<file path="config.mk">
export PLATFORM = sky130hd
export DESIGN_NAME = sqrt_seq_unit
export DESIGN_NICKNAME = d
export VERILOG_FILES = /design/src/rtl/sqrt_seq_unit.sv
export SDC_FILE = /design/constraint.sdc
export NUM_CORES = 1
export LEC_CHECK = 0
export CAP_MARGIN = 20
export CORE_ASPECT_RATIO = 1.1
export CORE_MARGIN = 5
export CORE_UTILIZATION = 50
export CTS_CLUSTER_DIAMETER = 60
export DETAILED_ROUTE_END_ITERATION = 8
export GPL_TIMING_DRIVEN = 0
export HOLD_SLACK_MARGIN = 0.12
export PLACE_DENSITY_LB_ADDON = 0.1
export RECOVER_POWER = 50
export SLEW_MARGIN = 20
export SYNTH_ARGS = -nofsm -noshare
export SYNTH_HDL_FRONTEND = slang
export SYNTH_SLANG_ARGS = --single-unit
</file>
<file path="constraint.sdc">
create_clock -name clk -period 2.8 [get_ports clk]
set_input_delay 0.28 -clock clk [delete_from_list [all_inputs] [get_ports clk]]
set_output_delay 0.28 -clock clk [all_outputs]
set_load 0.02 [all_outputs]
</file>
<file path="src/rtl/sqrt_seq_unit.sv">
// Sequential restoring integer square root: one root bit per clock.
// Start/Done level handshake; Root/Rem hold the last completed result.
module sqrt_seq_unit #(
  parameter int unsigned WIDTH = 16
) (
  input  logic               clk,
  input  logic               CLR,
  input  logic               Start,
  input  logic [WIDTH-1:0]   X,
  output logic [WIDTH/2-1:0] Root,
  output logic [WIDTH/2:0]   Rem,
  output logic               Done,
  output logic               Busy,
  output logic [1:0]         state_out
);

  localparam int unsigned H     = WIDTH / 2;
  localparam int unsigned CNT_W = $clog2(H) + 1;
  localparam logic [CNT_W-1:0] LAST = CNT_W'(H - 1);

  generate
    if ((WIDTH % 2) != 0 || WIDTH < 4) begin : g_bad_width
      $error("sqrt_seq_unit: WIDTH must be even and >= 4");
    end
  endgenerate

  typedef enum logic [1:0] {
    IDLE = 2'b00,
    ITER = 2'b01,
    DONE = 2'b10
  } state_t;

  state_t           state_q, state_d;
  logic [WIDTH-1:0] d_q, d_d;
  logic [H+1:0]     r_q, r_d;
  logic [H-1:0]     q_q, q_d;
  logic [CNT_W-1:0] cnt_q, cnt_d;
  logic [H-1:0]     root_q, root_d;
  logic [H:0]       rem_q, rem_d;

  logic [H+1:0]     r_shift;
  logic [H+2:0]     diff;
  logic [H+1:0]     r_step;
  logic [H-1:0]     q_step;
  logic             last_iter;

  // Next-state logic
  always_comb begin
    state_d = IDLE;
    case (state_q)
      IDLE:    state_d = Start ? ITER : IDLE;
      ITER:    state_d = last_iter ? DONE : ITER;
      DONE:    state_d = Start ? DONE : IDLE;
      default: state_d = IDLE;
    endcase
  end

  // Restoring step: the extra top bit of diff is the borrow, i.e. the sign of t
  always_comb begin
    r_shift   = {r_q[H-1:0], d_q[WIDTH-1 -: 2]};
    diff      = {1'b0, r_shift} - {1'b0, q_q, 2'b01};
    r_step    = diff[H+2] ? r_shift : diff[H+1:0];
    q_step    = {q_q[H-2:0], ~diff[H+2]};
    last_iter = (cnt_q == LAST);
  end

  always_comb begin
    d_d    = d_q;
    r_d    = r_q;
    q_d    = q_q;
    cnt_d  = cnt_q;
    root_d = root_q;
    rem_d  = rem_q;
    case (state_q)
      IDLE: begin
        if (Start) begin
          d_d   = X;
          r_d   = '0;
          q_d   = '0;
          cnt_d = '0;
        end
      end
      ITER: begin
        d_d   = d_q << 2;
        r_d   = r_step;
        q_d   = q_step;
        cnt_d = cnt_q + 1'b1;
        if (last_iter) begin
          root_d = q_step;
          rem_d  = r_step[H:0];
        end
      end
      default: ;
    endcase
  end

  // State and datapath registers
  always_ff @(posedge clk or posedge CLR) begin
    if (CLR) begin
      state_q <= IDLE;
      d_q     <= '0;
      r_q     <= '0;
      q_q     <= '0;
      cnt_q   <= '0;
      root_q  <= '0;
      rem_q   <= '0;
    end else begin
      state_q <= state_d;
      d_q     <= d_d;
      r_q     <= r_d;
      q_q     <= q_d;
      cnt_q   <= cnt_d;
      root_q  <= root_d;
      rem_q   <= rem_d;
    end
  end

  // Output decode
  always_comb begin
    Done      = (state_q == DONE);
    Busy      = (state_q == ITER);
    state_out = state_q;
    Root      = root_q;
    Rem       = rem_q;
  end

endmodule

</file>
Yosys cells after proc, flatten, opt, wreduce, memory -nomap -nowiden
Cells that the tools add are included.

storage, ports and cells
  register bits = 55
  output and inout bits = 21
  logic and storage cells = 31

cells by class
  add/subtract/negate cells = 2
  equality and inequality tests = 4
  mux-type cells = 13
  bitwise operators = 1
  reductions and logical operators = 4

operators with widths
  kind                   count
  $pmux W16 S2           1
  $pmux W8 S2            2
  $mux W16               1
  $mux W8                2
  $sub A10 B10 Y11       1
  $mux W9                1
  $pmux W4 S2            1
  $pmux W2 S3            1
  $add A4 B1 Y4 const B  1
  $eq A4 B3 Y1 const B   1
  $mux W2                2
  $mux W4                1
  $reduce_and A2 Y1      2
  $eq A2 B1 Y1 const B   1
  $eq A2 B2 Y1 const B   1
  $logic_not A2 Y1       1
  $ne A2 B2 Y1 const B   1
  $reduce_bool A2 Y1     1
  $mux W1                1
  $not A1 Y1             1

Logic depth before layout (Yosys ltp)
Gate-level depths: netlist of run 1.

  depth after elaboration = 3
  mapped depth = 9
  mapped depth without buffers = 8

Least setup slack after synthesis of run 1
OpenSTA, ideal clock, no wires.

  kind = register to register
  start point = register r_q[0]
  end point = register rem_q[2], in the netlist Rem[2]
  setup time = 0.137 ns
  data arrival time = 1.865 ns
  setup slack = 0.798 ns
  cell stages (with the launch flop) = 9
  path buffers = 1
  clock period less this slack = 2.002 ns
  cells stage by stage = dfrtp_1 ha_1 nor2b_4 o31a_1 o211ai_2 o21a_4 buf_12 mux2i_1 a21oi_1

between the ends
  longest elaborated chain between the ends = 2

ends and longest elaborated chain
  item                    RTL line  RTL
  from (decl)             35        logic [H+1:0] r_q, r_d;
  from (signal assigned)  110       r_q <= r_d;
  $sub A10 B10 Y11        61        diff = {1'b0, r_shift} - {1'b0, q_q, 2'b01};
  $mux W9 (*)             62        r_step = diff[H+2] ? r_shift : diff[H+1:0];
  to (signal assigned)    114       rem_q <= rem_d;
  to (decl)               39        logic [H:0] rem_q, rem_d;

Every way passes the cells marked *; elsewhere a longest branch is shown, timed or not.
A chain may end at the register's enable or synchronous reset.

Worst setup path in the final report of run 1
  start point = register q_q[0]
  end point = register rem_q[3], in the netlist Rem[3]

between the ends
  longest elaborated chain between the ends = 2

ends and longest elaborated chain
  item                    RTL line  RTL
  from (decl)             36        logic [H-1:0] q_q, q_d;
  from (signal assigned)  111       q_q <= q_d;
  $sub A10 B10 Y11        61
  $mux W9                 62

Every way passes these cells.

==> out/qor.yml, run 1 <==
run_status: "complete, but fails checks"
violations: "capacitance limit, slew limit"
final_nets: 332
worst_pin_slew_ps: 2050
synthMuxAreaShare: 0.0645
post-cts-setup-buffer-count: 0
grt_pass1_vias: 1943
min_period_ps: 2300
io_buffers: 39
grt_start_max_net_pins: 56
highest-signal-layer: "met4"
n_antenna_cell: 0
cts_tree: "done"
relSlewSlack: -0.366
setup_tns_ps: 0
area_growth_pct: 21.3
finClkSkew_ps: 5.68
combPwrFrac: 0.568
initial_core_util: 0.524
vias: 1968
synth_top_family_by_area: "compound AO/OA/AOI/OAI gates"
cp.arrival_ps: 2470
max_stage_delay_ps: 380
netlist_area_um2: 2660
fin_crit_sh: 0.820
hpwl_mm: 3.95
synth.distinct_cells: 36
synth_warnings: 0
hold_buffers: 0
insertion_delay_ps: 310
clock_sinks: 55
cpMaxStageDelayCell: "dfrtp_1"
cp_max_fo: 10
holdWs_ps: 489
fill_cells: 447
pwr_density_cell_nw_per_um2: 1360
grt.total_usage: 0.173
seqPwrFrac: 0.322
clkPwrFrac: 0.110
r2r_end: "Rem[3]$_DFFE_PP0P_"
wl_per_cell_um: 14.9
yosys.area_share.simple: 0.104
met1_length_mm: 2.49
reg2reg_depth: 9
synth_xor_xnor_area_share: 0.0231
grt_overflow: 0
crit_start: "q_q[0]$_DFFE_PP0P_"
vdd_drop_max_uv: 557
hp-class: "reg -> reg"
core_area_um2: 5070
fp-row-count: 27
rsz0062_at_grt: "false"
timing.rr.start: "q_q[0]$_DFFE_PP0P_"
dr.pass1.iters: 4
critPathKind: "reg -> reg"
drive_gt1_frac: 0.0888
cts_buffer_depth: 2
slew_violations: 56
io_pins: 40
die_h_um: 86.5
cts-root-buf: "clkbuf_8"
vias_per_cell: 5.44
synth_compound_area_frac: 0.202
crit_chain: "inv_1, ha_1, nor2b_4, o31a_1, o211ai_2, o21a_4, buf_12, mux2i_1, a21oi_1"
postRouteWirelength_mm: 5.40
ys_seq_area_frac: 0.518
crit_path_end_kind: "flop"
regArea_um2: 1380
syn-instance-count: 257
cts_buffers: 5
wl_met2_mm: 2.63
cap_viol_max_count: 1
drcViolationCount: 0
ant_nets: 0
gp_congestion: 0.824
p_sw_mw: 1.82
cts.repair.resized: 0
setup_viol: 0
grt_antenna_before_repair: 0
swShare: 0.414
multiInputGateArea_um2: 1170
syn_area_per_cell_um2: 10.3
die_x_um: 79.5
p_int_mw: 2.57
finalPower_mw: 4.39
yosys_register_bits: 55
first_iter_violations: 102
synthAdderAreaFrac: 0.0471
endpoint: "Rem[3]$_DFFE_PP0P_"
synthesis.nets: 286
clk_pin_slew_ps: 100
finalHoldViolCount: 0
startpoint_type: "flop"
required_ps: 2970
grt_pass1_wl_mm: 9.45
fmax_ghz: 0.435
dieArea_um2: 6870
final_core_util: 0.636
htree_levels: 2
p_leak_nw: 1.41
wl_met3_um: 195
reg2reg_slack_ps: 500
cell families (layout without fill, tap and decap cells):
| logic type | count (synthesis) | after routing |
|---|---|---|
| buffers and inverters | 25 | 72 |
| AO/OA/AOI/OAI | 84 | 84 |
| XOR/XNOR | 7 | 7 |
| AND/OR/NAND/NOR | 60 | 60 |
| multiplexers | 16 | 16 |
| flip-flops | 55 | 55 |
| adder cells (fa/ha/maj) | 10 | 10 |
Yosys cell counts:
library cell	count	share of area
o21a_4	1	0.0056
a22o_1	4	0.013
o21ai_1	6	0.011
nor3_1	2	0.0038
xnor2_1	5	0.016
xor2_1	2	0.0066
a2bb2oi_1	1	0.0033
a21oi_1	14	0.026
inv_1	11	0.016
nand2b_1	2	0.0047
a211oi_2	1	0.0047
nor2b_4	1	0.0052
nor3_4	1	0.0061
a31oi_1	2	0.0047
nor2b_1	7	0.016
o211ai_1	1	0.0028
nor2_1	13	0.018
o211ai_2	1	0.0047
buf_2	2	0.0038
mux2i_1	7	0.026
o21a_1	1	0.0028
o31a_1	1	0.0033
a22oi_1	14	0.040
clkbuf_1	10	0.014
dfrtp_1	55	0.52
mux2_2	9	0.038
a21o_2	2	0.0066
nand2_1	32	0.045
nand3_1	2	0.0038
a21o_1	4	0.011
buf_12	1	0.0075
o21ai_0	29	0.055
o211a_1	1	0.0038
clkinv_1	1	0.0014
o21bai_1	1	0.0028
ha_1	10	0.047
flip-flops by register name (all words and copies together) (netlist names):
name,count
Rem,9
q_q,8
state_out,2
cnt_q,4
Root,8
r_q,8
d_q,16
per-layer routing:
metal	GRT usage	vias up
met4	0.0563	0
li1	-	990
met5	0	-
met2	0.282	35
met3	0.0333	8
met1	0.232	935
placed cells by master, fill, tap and decap left out, types with 4 or more instances in the layout:
cell type | Yosys | final
nor2b_1 | 7 | 7
clkdlybuf4s50_1 | 0 | 32
clkbuf_8 | 0 | 7
mux2_2 | 9 | 9
a22o_1 | 4 | 4
dfrtp_1 | 55 | 55
nand2_1 | 32 | 32
dlygate4sd3_1 | 0 | 7
inv_1 | 11 | 11
clkbuf_1 | 10 | 10
nor2_1 | 13 | 13
xnor2_1 | 5 | 5
o21ai_0 | 29 | 29
a21oi_1 | 14 | 14
ha_1 | 10 | 10
o21ai_1 | 6 | 6
a21o_1 | 4 | 4
a22oi_1 | 14 | 14
mux2i_1 | 7 | 7
power by group through the flow:
stage                     Clock, mW  Combinational (mW)  Sequential, mW
after detailed placement          0                2.54            1.43
after global placement            0                2.50            1.42
after global routing          0.528                2.78            1.46
after CTS                     0.491                2.54            1.42
after floorplan                   0                1.71            1.53
final                         0.483                2.49            1.41
metrics by stage:
step                setup slack (ps)  instance area, um^2  std cells
global route                     193                 3220        362
detailed placement               522                 3120        354
CTS                              502                 3230        362
finish                           503                 3220        362
floorplan                        798                 2660        257
global placement                 136                 3120        354
critical path, delay by kind of cell, from the launching register on:
kind | cells | cell delay [ps]
AOI/OAI and AO/OA | 4 | 780
DFF | 1 | 380
and+or+nand+nor | 1 | 150
adders and majority gates | 1 | 330
muxes | 1 | 280
buffers and inverters | 2 | 220
how the worst min path moves through the flow:
| stage | startpoint | slack (ps) | cells after the start | end |
|---|---|---|---|---|
| 2_1_floorplan | Start | 400 | 1 | state_out[1]$_DFF_PP0_ |
| 3_3_place_gp | d_q[11]$_DFFE_PP0P_ | 460 | 2 | d_q[11]$_DFFE_PP0P_ |
| 3_5_place_dp | d_q[10]$_DFFE_PP0P_ | 470 | 2 | d_q[10]$_DFFE_PP0P_ |
| 4_1_cts | CLR | 450 | 2 | q_q[0]$_DFFE_PP0P_ |
| 5_1_grt | r_q[7]$_DFFE_PP0P_ | 530 | 2 | r_q[7]$_DFFE_PP0P_ |
| 6_report | d_q[10]$_DFFE_PP0P_ | 490 | 2 | d_q[10]$_DFFE_PP0P_ |
layout make-up:
| cell class | instances | area share |
|---|---|---|
| tap | 58 | 0.0225 |
| clock inverter | 1 | 0.00233 |
| multi-input combinational | 177 | 0.362 |
| clock buffer | 7 | 0.0299 |
| sequential | 55 | 0.427 |
| inverter | 12 | 0.0140 |
| timing repair buffer | 39 | 0.121 |
| buffer | 13 | 0.0210 |
No activity file was read; power rests on OpenSTA's default activity.
==> run 2, diff against run 1 <==
- clock period: 2.8 -> 2.2 ns (I/O delays scaled with it)
==> run 2 against run 1 <==
Against the previous run:
- the run ends with setup timing left
- maximum frequency grew 3.1%
- hold slack lost 0.76 ps
- clock-buffer cell count is the same
- cell area grew 7.6%
- via count grew 4.3%
- combinational power grew 71%
- non-clock buffer count grew 10
- global-route usage grew 0.13 points
- core utilization grew 4.9 points
- first-iteration DRC count grew 48%
- cell count grew 2.8%
- critical endpoint is now Rem[6]$_DFFE_PP0P_
- largest cell class unchanged
- largest power group unchanged
- highest routed layer unchanged
==> out/qor.yml, run 2 (synthesis results as in run 1) <==
reg2reg_depth: 9  # unchanged
core_area_um2: 5070  # unchanged
die_h_um: 86.5  # unchanged
finalHoldViolCount: 0  # unchanged
setup_tns_ps: -41.3  # -41.3 ps
grt_start_max_net_pins: 56  # unchanged
drcViolationCount: 0  # unchanged
die_x_um: 79.5  # unchanged
insertion_delay_ps: 310  # about the same
hold_buffers: 0  # unchanged
timing.rr.start: "q_q[0]$_DFFE_PP0P_"
largest_reg_flops: 16  # unchanged
setup_viol: 2  # +2
vdd_drop_max_uv: 783  # +41%
crit_path_end_kind: "flop"
r2r_end: "Rem[6]$_DFFE_PP0P_"
grt_overflow: 0  # unchanged
cap_viol_max_count: 0  # -1
final_cell_mix: "51 x dfrtp_1, 33 x clkdlybuf4s50_1, 32 x nand2_1"
cts_buffers: 5  # unchanged
place_area_um2: 3120  # unchanged
dr.pass1.iters: 5  # +1
startpoint_type: "flop"
finalPower_mw: 6.72  # +53%
vias_per_cell: 5.52  # +1.5%
fmax_ghz: 0.449  # +3.1%
initial_core_util: 0.524  # unchanged
grt_pass1_wl_mm: 9.52  # +0.73%
final_core_util: 0.685  # +0.0486
min-delay-start: "d_q[10]$_DFFE_PP0P_"
wl_per_cell_um: 15.7  # +5.3%
io_pins: 40  # unchanged
grt_pass1_vias: 1950  # +0.36%
slew_violations: 0  # -100%
worst_pin_slew_ps: 1120  # -929 ps
cp_max_fo: 5  # -5
fin_crit_sh: 1.01  # +0.192
grt_antenna_before_repair: 0  # unchanged
drive_gt1_frac: 0.201  # +0.112
cts_buffer_depth: 2  # unchanged
postRouteWirelength_mm: 5.85  # +8.2%
final_nets: 342  # +3.0%
largest-register: "d_q"
clock_sinks: 55  # unchanged
n_antenna_cell: 0  # unchanged
pwr_density_cell_nw_per_um2: 1940  # +42%
run_status: "complete, but fails checks"
holdWs_ps: 488  # -0.762 ps
critPathKind: "reg -> reg"
dieArea_um2: 6870  # unchanged
clk_pin_slew_ps: 100  # about the same
cts-root-buf: "clkbuf_8"
hold_depth: 2  # unchanged
hold_end: "d_q[10]$_DFFE_PP0P_"
reg2reg_slack_ps: -30  # -530 ps
pre_cts_slack_ps: -77.5  # -600 ps
fin_ws_ps: -27.2  # -531 ps
rsz0062_at_grt: "true"
min_period_ps: 2230  # -69.4 ps
relSlewSlack: 0.254  # +0.620
fp-row-count: 27  # unchanged
design_area_um2: 3470  # +7.6%
ant_nets: 0  # unchanged
grt.total_usage: 0.174  # +0.00126
instances_no_fill: 372  # +2.8%
first_iter_violations: 151  # +48%
violations: "setup timing"
vias: 2053  # +4.3%
gp_congestion: 0.824  # unchanged
cp.arrival_ps: 2400  # -70 ps
hpwl_mm: 3.95  # unchanged
finClkSkew_ps: 6.06  # +0.379 ps
htree_levels: 2  # unchanged
io_buffers: 39  # unchanged
area_growth_pct: 30.6
layout_commonest_cell: "dfrtp_1"
required_ps: 2370  # -600 ps
hp-class: "reg -> reg"
cts_tree: "done"
p_leak_nw: 1.46  # +3.7%
dp.cells: 354  # unchanged
-- run 2: per-layer routing --
layer / global-route usage / up-vias / wire (um)
li1: - / 1009 / -
met1: 0.236 / 999 / 2560
met2: 0.285 / 40 / 3020
met3: 0.0312 / 5 / 195
met4: 0.0531 / 0 / 65
met5: 0 / - / 0
-- run 2: what timing repair did --
item | 4_1_cts | 5_1_grt
resized for setup | 11 | 23
setup endpoints to repair | 13 | 17
cloned | 0 | 1
buffers inserted | 2 | 7
pin swaps | 2 | 7
-- run 2: layout make-up --
| type | count | area, um^2 |
|---|---|---|
| timing repair buffer | 49 | 487 |
| fill | 408 | 1600 |
| tap | 58 | 72.6 |
| multi-input combinational | 177 | 1310 |
| inverter | 12 | 46.3 |
| clock inverter | 1 | 7.51 |
| sequential | 55 | 1380 |
| clock buffer | 7 | 96.3 |
| buffer | 13 | 68.8 |
-- run 2: critical path, stage by stage (launching register included) --
cell,delay [ps]
dfrtp_1,420
inv_2,90
ha_4,200
nor2b_4,120
o31a_1,280
o211ai_2,240
o21a_4,210
buf_12,150
mux2i_1,270
a21oi_1,100
-- run 2: how the worst max path moves through the flow --
stage                             startpoint             endpoint
after floorplan           r_q[0]$_DFFE_PP0P_   Rem[2]$_DFFE_PP0P_
after global placement                   CLR  Root[6]$_DFFE_PP0P_
after detailed placement  q_q[0]$_DFFE_PP0P_   Rem[2]$_DFFE_PP0P_
after CTS                 q_q[2]$_DFFE_PP0P_   Rem[1]$_DFFE_PP0P_
after global routing      q_q[0]$_DFFE_PP0P_   Rem[3]$_DFFE_PP0P_
final                     q_q[0]$_DFFE_PP0P_   Rem[6]$_DFFE_PP0P_
-- run 2: report_power, final --
| group | total, mW | internal (mW) | switching (mW) | leakage, nW |
|---|---|---|---|---|
| combinational | 4.26 | 2.20 | 2.06 | 0.728 |
| clock | 0.617 | 0.287 | 0.330 | 0.0505 |
| sequential | 1.84 | 1.50 | 0.348 | 0.685 |
